<file path="config.mk">
export PLATFORM = sky130hd
export DESIGN_NAME = local_prediction
export DESIGN_NICKNAME = d
export VERILOG_FILES = /design/src/rtl/local_prediction.sv
export SDC_FILE = /design/constraint.sdc
export NUM_CORES = 2
export LEC_CHECK = 0
export CORE_UTILIZATION = 53
export DETAILED_ROUTE_END_ITERATION = 10
export PLACE_DENSITY_LB_ADDON = 0.3
export SYNTH_ARGS = -nofsm -noshare
export SYNTH_HDL_FRONTEND = slang
export SYNTH_SLANG_ARGS = --single-unit
</file>
<file path="constraint.sdc">
create_clock -name clock -period 53.8 [get_ports clock]
set_clock_uncertainty 0.1 [all_clocks]
set_input_delay 8.07 -clock clock [delete_from_list [all_inputs] [get_ports clock]]
set_output_delay 8.07 -clock clock [all_outputs]
set_load 0.005 [all_outputs]
</file>
<file path="src/rtl/local_prediction.sv">
// Local-history pattern table of saturating counters with an in-flight index FIFO for training.
// Optional LOCAL_PREDICTION_BYPASS_EN forwards the post-training counter on a same-cycle lookup collision.
module local_prediction #(
  parameter int unsigned HIST_W = 10,
  parameter int unsigned CTR_W  = 2,
  parameter int unsigned DEPTH  = 4
) (
  input  logic                     clock,
  input  logic                     reset,
  input  logic [HIST_W-1:0]        history_in,
  input  logic                     lookup_valid,
  output logic                     predict_taken,
  output logic [CTR_W-1:0]         predict_ctr,
  output logic                     ready,
  input  logic                     resolve_valid,
  input  logic                     resolve_taken,
  output logic                     queue_full,
  output logic [$clog2(DEPTH):0]   queue_count,
  output logic                     underflow_err
);

  localparam int unsigned ENTRIES = 2 ** HIST_W;
  localparam int unsigned PTR_W   = $clog2(DEPTH);
  localparam int unsigned CNT_W   = PTR_W + 1;

  typedef enum logic {INIT, RUN} state_e;

  state_e              state_q, state_d;
  logic [HIST_W-1:0]   sweep_q, sweep_d;
  logic [PTR_W-1:0]    wr_ptr_q, wr_ptr_d;
  logic [PTR_W-1:0]    rd_ptr_q, rd_ptr_d;
  logic [CNT_W-1:0]    count_q, count_d;
  logic                underflow_q, underflow_d;

  logic [CTR_W-1:0]    table_q [ENTRIES];
  logic [HIST_W-1:0]   fifo_q  [DEPTH];

  logic                tbl_we;
  logic [HIST_W-1:0]   tbl_waddr;
  logic [CTR_W-1:0]    tbl_wdata;

  logic                push, pop, full;
  logic [HIST_W-1:0]   head_idx;
  logic [CTR_W-1:0]    head_ctr, head_upd, stored_ctr;

  assign ready    = (state_q == RUN);
  assign full     = (count_q == CNT_W'(DEPTH));
  assign head_idx = fifo_q[rd_ptr_q];
  assign head_ctr = table_q[head_idx];
  assign pop      = resolve_valid && ready && (count_q != '0);
  assign push     = lookup_valid && ready && (!full || pop);

  always_comb begin
    head_upd = head_ctr;
    if (resolve_taken) begin
      if (head_ctr != '1) head_upd = head_ctr + CTR_W'(1);
    end else begin
      if (head_ctr != '0) head_upd = head_ctr - CTR_W'(1);
    end
  end

  always_comb begin
    state_d     = state_q;
    sweep_d     = sweep_q;
    wr_ptr_d    = wr_ptr_q;
    rd_ptr_d    = rd_ptr_q;
    count_d     = count_q;
    underflow_d = underflow_q;
    tbl_we      = 1'b0;
    tbl_waddr   = head_idx;
    tbl_wdata   = head_upd;
    case (state_q)
      INIT: begin
        tbl_we    = 1'b1;
        tbl_waddr = sweep_q;
        tbl_wdata = CTR_W'(1);
        sweep_d   = sweep_q + HIST_W'(1);
        if (sweep_q == '1) state_d = RUN;
      end
      RUN: begin
        if (pop) begin
          tbl_we   = 1'b1;
          rd_ptr_d = rd_ptr_q + PTR_W'(1);
        end else if (resolve_valid) begin
          underflow_d = 1'b1;
        end
        if (push) wr_ptr_d = wr_ptr_q + PTR_W'(1);
        if (push && !pop) count_d = count_q + CNT_W'(1);
        else if (pop && !push) count_d = count_q - CNT_W'(1);
      end
      default: state_d = INIT;
    endcase
  end

  always_ff @(posedge clock or negedge reset) begin
    if (!reset) begin
      state_q     <= INIT;
      sweep_q     <= '0;
      wr_ptr_q    <= '0;
      rd_ptr_q    <= '0;
      count_q     <= '0;
      underflow_q <= 1'b0;
    end else begin
      state_q     <= state_d;
      sweep_q     <= sweep_d;
      wr_ptr_q    <= wr_ptr_d;
      rd_ptr_q    <= rd_ptr_d;
      count_q     <= count_d;
      underflow_q <= underflow_d;
    end
  end

  // Table and FIFO storage carry no reset; the INIT sweep initialises the table.
  always_ff @(posedge clock) begin
    if (tbl_we) table_q[tbl_waddr] <= tbl_wdata;
    if (push) fifo_q[wr_ptr_q] <= history_in;
  end

  assign stored_ctr = table_q[history_in];

  always_comb begin
    predict_ctr = '0;
    if (ready) begin
`ifdef LOCAL_PREDICTION_BYPASS_EN
      if (pop && (history_in == head_idx)) predict_ctr = head_upd;
      else predict_ctr = stored_ctr;
`else
      predict_ctr = stored_ctr;
`endif
    end
  end

  assign predict_taken = predict_ctr[CTR_W-1];
  assign queue_full    = full;
  assign queue_count   = count_q;
  assign underflow_err = underflow_q;

endmodule

</file>
==> metrics.md <==
| Metric | Value |
|---|---|
| Top_reg_cell synth | `edfxtp_1` |
| CTS Buffer Depth | `3` |
| Die extent in x | `445 um` |
| Non-filler instance count after layout | `9,605` |
| Post-Syn Instances | `7,032` |
| Register area | `approximately 0.063 mm^2` |
| Final Cell Area | `0.114 mm^2` |
| H-Tree Depth | `4` |
| Clk pwr share | `a little under half` |
| CP Capture Type | `primary output` |
| Internal power | `2.70 mW` |
| Tot GR Track Use | `~36%` |
| Post-CTS Resized | `0` |
| FILL cells | `14,809` |
| First DRT Iteration DRCs | `12,817` |
| CP Buf/Inv Count | `5` |
| Post-CTS Setup Repair Bufs | `0` |
| GP Congestion | `between 0.9 and 1` |
| Worst setup path category | `primary input to primary output` |
| CP Data Required Time | `45.63 ns` |
| Worst slew pin tran | `1.45 ns` |
| Synth area leader | `edfxtp_1` |
| Port-buffer cells | `23` |
| Final worst path period share | `a little over two fifths` |
| Ports | `24` |
| Initial antenna violation count | `34` |
| Post-CTS Hold Buffers | `0` |
| Synth-to-Final Area Change | `9.30%` |
| Post-Synth Simple-Gate Area | `between 8 and 9%` |
| Leak Pwr | `35.0 nW` |
| Layout cells sized above 1 | `20.3%` |
| Final Net Count | `slightly below 7,000` |
| Cell Pwr Density | `29.8 mW/mm^2` |
| Synth Area in Compound Gates | `under 10%` |
| Root buf cell | `clkbuf_16` |
| Total wire length | `354 mm` |
| Top cells by area, synth | `edfxtp_1 (60%), mux4_2 (18%), nor2_1 (4.0%)` |
| Area of the multi-input gates | `about 0.038 mm^2` |
| Slew headroom | `0.611%` |
| Routed len/inst | `36.9 um` |
| FP Rows | `about 160` |
| Ys Warns | `0` |
| Residual DRC | `0` |
| Worst hold path class | `register to register` |
| Max Clock Freq | `42.9 MHz` |
| Setup_tns | `0 ns` |
| Clk Latency, worst-skew pair | `0.89 ns` |
| Placed Cells | `9,196` |
| CP max stage cell | `buf_4` |
| Initial core utilization | `53.4%` |
| Net Count, Synth | `slightly above 7,000` |
| Cell mode on critical path | `mux4_2` |
| Synthesized flop and latch total | `about 2,100` |
| R2r startpoint | `rd_ptr_q[1]` |
| First-pass GRT wire length | `between 400 and 500 mm` |
| Num CTS Buffers | `about 210` |
| Remaining global-route overflow | `0` |
| DP Area | `0.107 mm^2` |
| Post-synth EDFFs | `2,088` |
| Sw Ratio | `20.2%` |
| Clk pin slew, worst setup/hold paths | `0.07 ns` |
| Setup Viol. Count Final | `0` |
| DR vias/cell | `7.38` |
| Max incr delay on CP | `0.91 ns` |
| CP Launch Type | `primary input` |
| CTS tree | `built` |
| Largest net degree at the start of global routing | `277` |
| Crit Path Max Fanout | `77` |
| Yosys top cell area share | `60.2%` |
| Die area | `0.198 mm^2` |
| CP Launch Point | `history_in[0]` |
| Seq/Total Area, Yosys | `60.7%` |
| Largest family of logic cells by synthesized area | `multiplexers` |
| Synth Area in XOR/XNOR | `0.126%` |
| Fin util | `58.4%` |
| Number of global-route vias before repair | `68,300` |
| Worst vdd ir | `0.0285 mV` |
| Min Tclk post-route | `23.28 ns` |
| CP delay by family, top | `buffers and inverters` |
| Synth unique cells | `around 80` |
| Min-delay src | `underflow_err` |
| Fin. Hold Viols | `0` |
| Core Region | `0.195 mm^2` |
| Hpwl dp | `202 mm` |
| Violated checks | `max-capacitance violations` |
| Logic gate share of total power | `1.7%` |
| CP Data Arrival Time | `~15 ns` |
| Reg power frac | `52.4%` |
| Post-synthesis mux area share | `22.1%` |
| Synth Area in Adders | `0.0913%` |
| DR pass1 iterations | `8` |
| Max_cap viols | `1` |
| Crit path cell chain | `buf_8 -> buf_4 -> buf_4 -> buf_4 -> mux4_2 -> mux4_2 -> mux4_2 -> mux4_2 -> mux4_2 -> and2_1 -> clkdlybuf4s50_1` |
| Via count | `around 71,000` |
| Setup repair after global routing missed its margin | `false` |
| Syn Area/Cell | `14.8 um^2` |
| Status | `finished with violations` |
| Net Sw Power | `0.686 mW` |
| Most common cell in the synthesized netlist | `edfxtp_1` |
| Die height | `445 um` |
| Asr flop ratio synth | `0.902%` |
| Top post-synthesis cells by count | `edfxtp_1 (2,088), nor2_1 (1,098), mux4_2 (827)` |
| DRT antenna net count | `0` |
| Mapped cell area | `0.104 mm^2` |
| Clock sink total | `around 2,100` |
| Final Slew Violations | `0` |
flip-flops by register name, indices dropped and copies added (netlist names):
signal         cells
sweep_q           10
wr_ptr_q           2
underflow_err      1
rd_ptr_q           2
queue_count        3
table_q         2048
fifo_q            40
ready              1
routing by layer:
| metal | up-vias | global-route usage [%] | wire length, um |
|---|---|---|---|
| li1 | 27286 | - | - |
| met2 | 6455 | 51.1 | 154000 |
| met4 | 22 | 21.6 | 24300 |
| met3 | 1215 | 11.0 | 55700 |
| met5 | - | 0 | 173 |
| met1 | 35881 | 47.6 | 120000 |
cell usage in the layout, fill, tap and decap left out, drive strengths merged, types with 33 or more instances in the layout:
cell type and n:
mux4 827, o22ai 40, a21oi 117, o21ai 57, edfxtp 2088, bufinv 39
a31oi 62, o221ai 39, a32oi 33, mux2i 411, clkbuf 248, nor3 34
clkinv 91, a311oi 79, buf 183, a211oi 109, nand2 732, nand3 120
nor2b 108, nor2 1098, and3 38
cell type report:
cell class	instances	share of cell area (%)
Timing Repair Buffer	200	1.48
Antenna cell	24	0.0528
Inverter	6	0.0198
Clock buffer	248	4.72
Clock inverter	137	1.61
Sequential cell	2107	55.5
Multi-Input combinational cell	4259	33.7
Tap cell	2624	2.88
power by group through the flow:
stage,clock network [mW],registers (mW),logic (mW)
after floorplan,0,1.81,0.0432
after global placement,0,1.81,0.0579
after detailed placement,0,1.81,0.0582
after CTS,1.55,1.78,0.0582
after global routing,1.61,1.78,0.0606
final,1.55,1.78,0.0588
stage by stage:
| step | hold WS (ns) | setup WS, ns | total power [mW] |
|---|---|---|---|
| 3_3_place_gp | 0.351 | 30.61 | 1.87 |
| 5_1_grt | 0.399 | 30.18 | 3.45 |
| 2_1_floorplan | 0.363 | 13.56 | 1.85 |
| 6_report | 0.366 | 30.52 | 3.39 |
| 4_1_cts | 0.369 | 30.54 | 3.39 |
| 3_5_place_dp | 0.355 | 30.53 | 1.87 |
cells by family after synthesis:
kind of cell | Yosys count
buf+inv | 666
compound gates | 724
xor+xnor | 15
simple gates | 2249
mux | 1264
fa+ha+maj | 7
flops | 2107
final timing paths:
check | to | depth (start not counted) | slack, ns
max reg2reg | table_q[319][0] | 18 | 42.76
min | underflow_err | 1 | 0.37
max in group asynchronous | ready | 1 | 45.28
min reg2reg | underflow_err | 1 | 0.37
max | predict_ctr[0] | 11 | 30.52
min in group asynchronous | queue_count[1] | 1 | 7.63
worst register-to-register path, delay by kind of cell (launching register included):
kind,cells,cell delay [ns]
buffers and inverters,7,6.06
muxes,1,0.99
DFF,1,0.94
and+or+nand+nor,3,1.02
AOI/OAI and AO/OA,7,1.55
No activity file was read; power rests on OpenSTA's default activity.
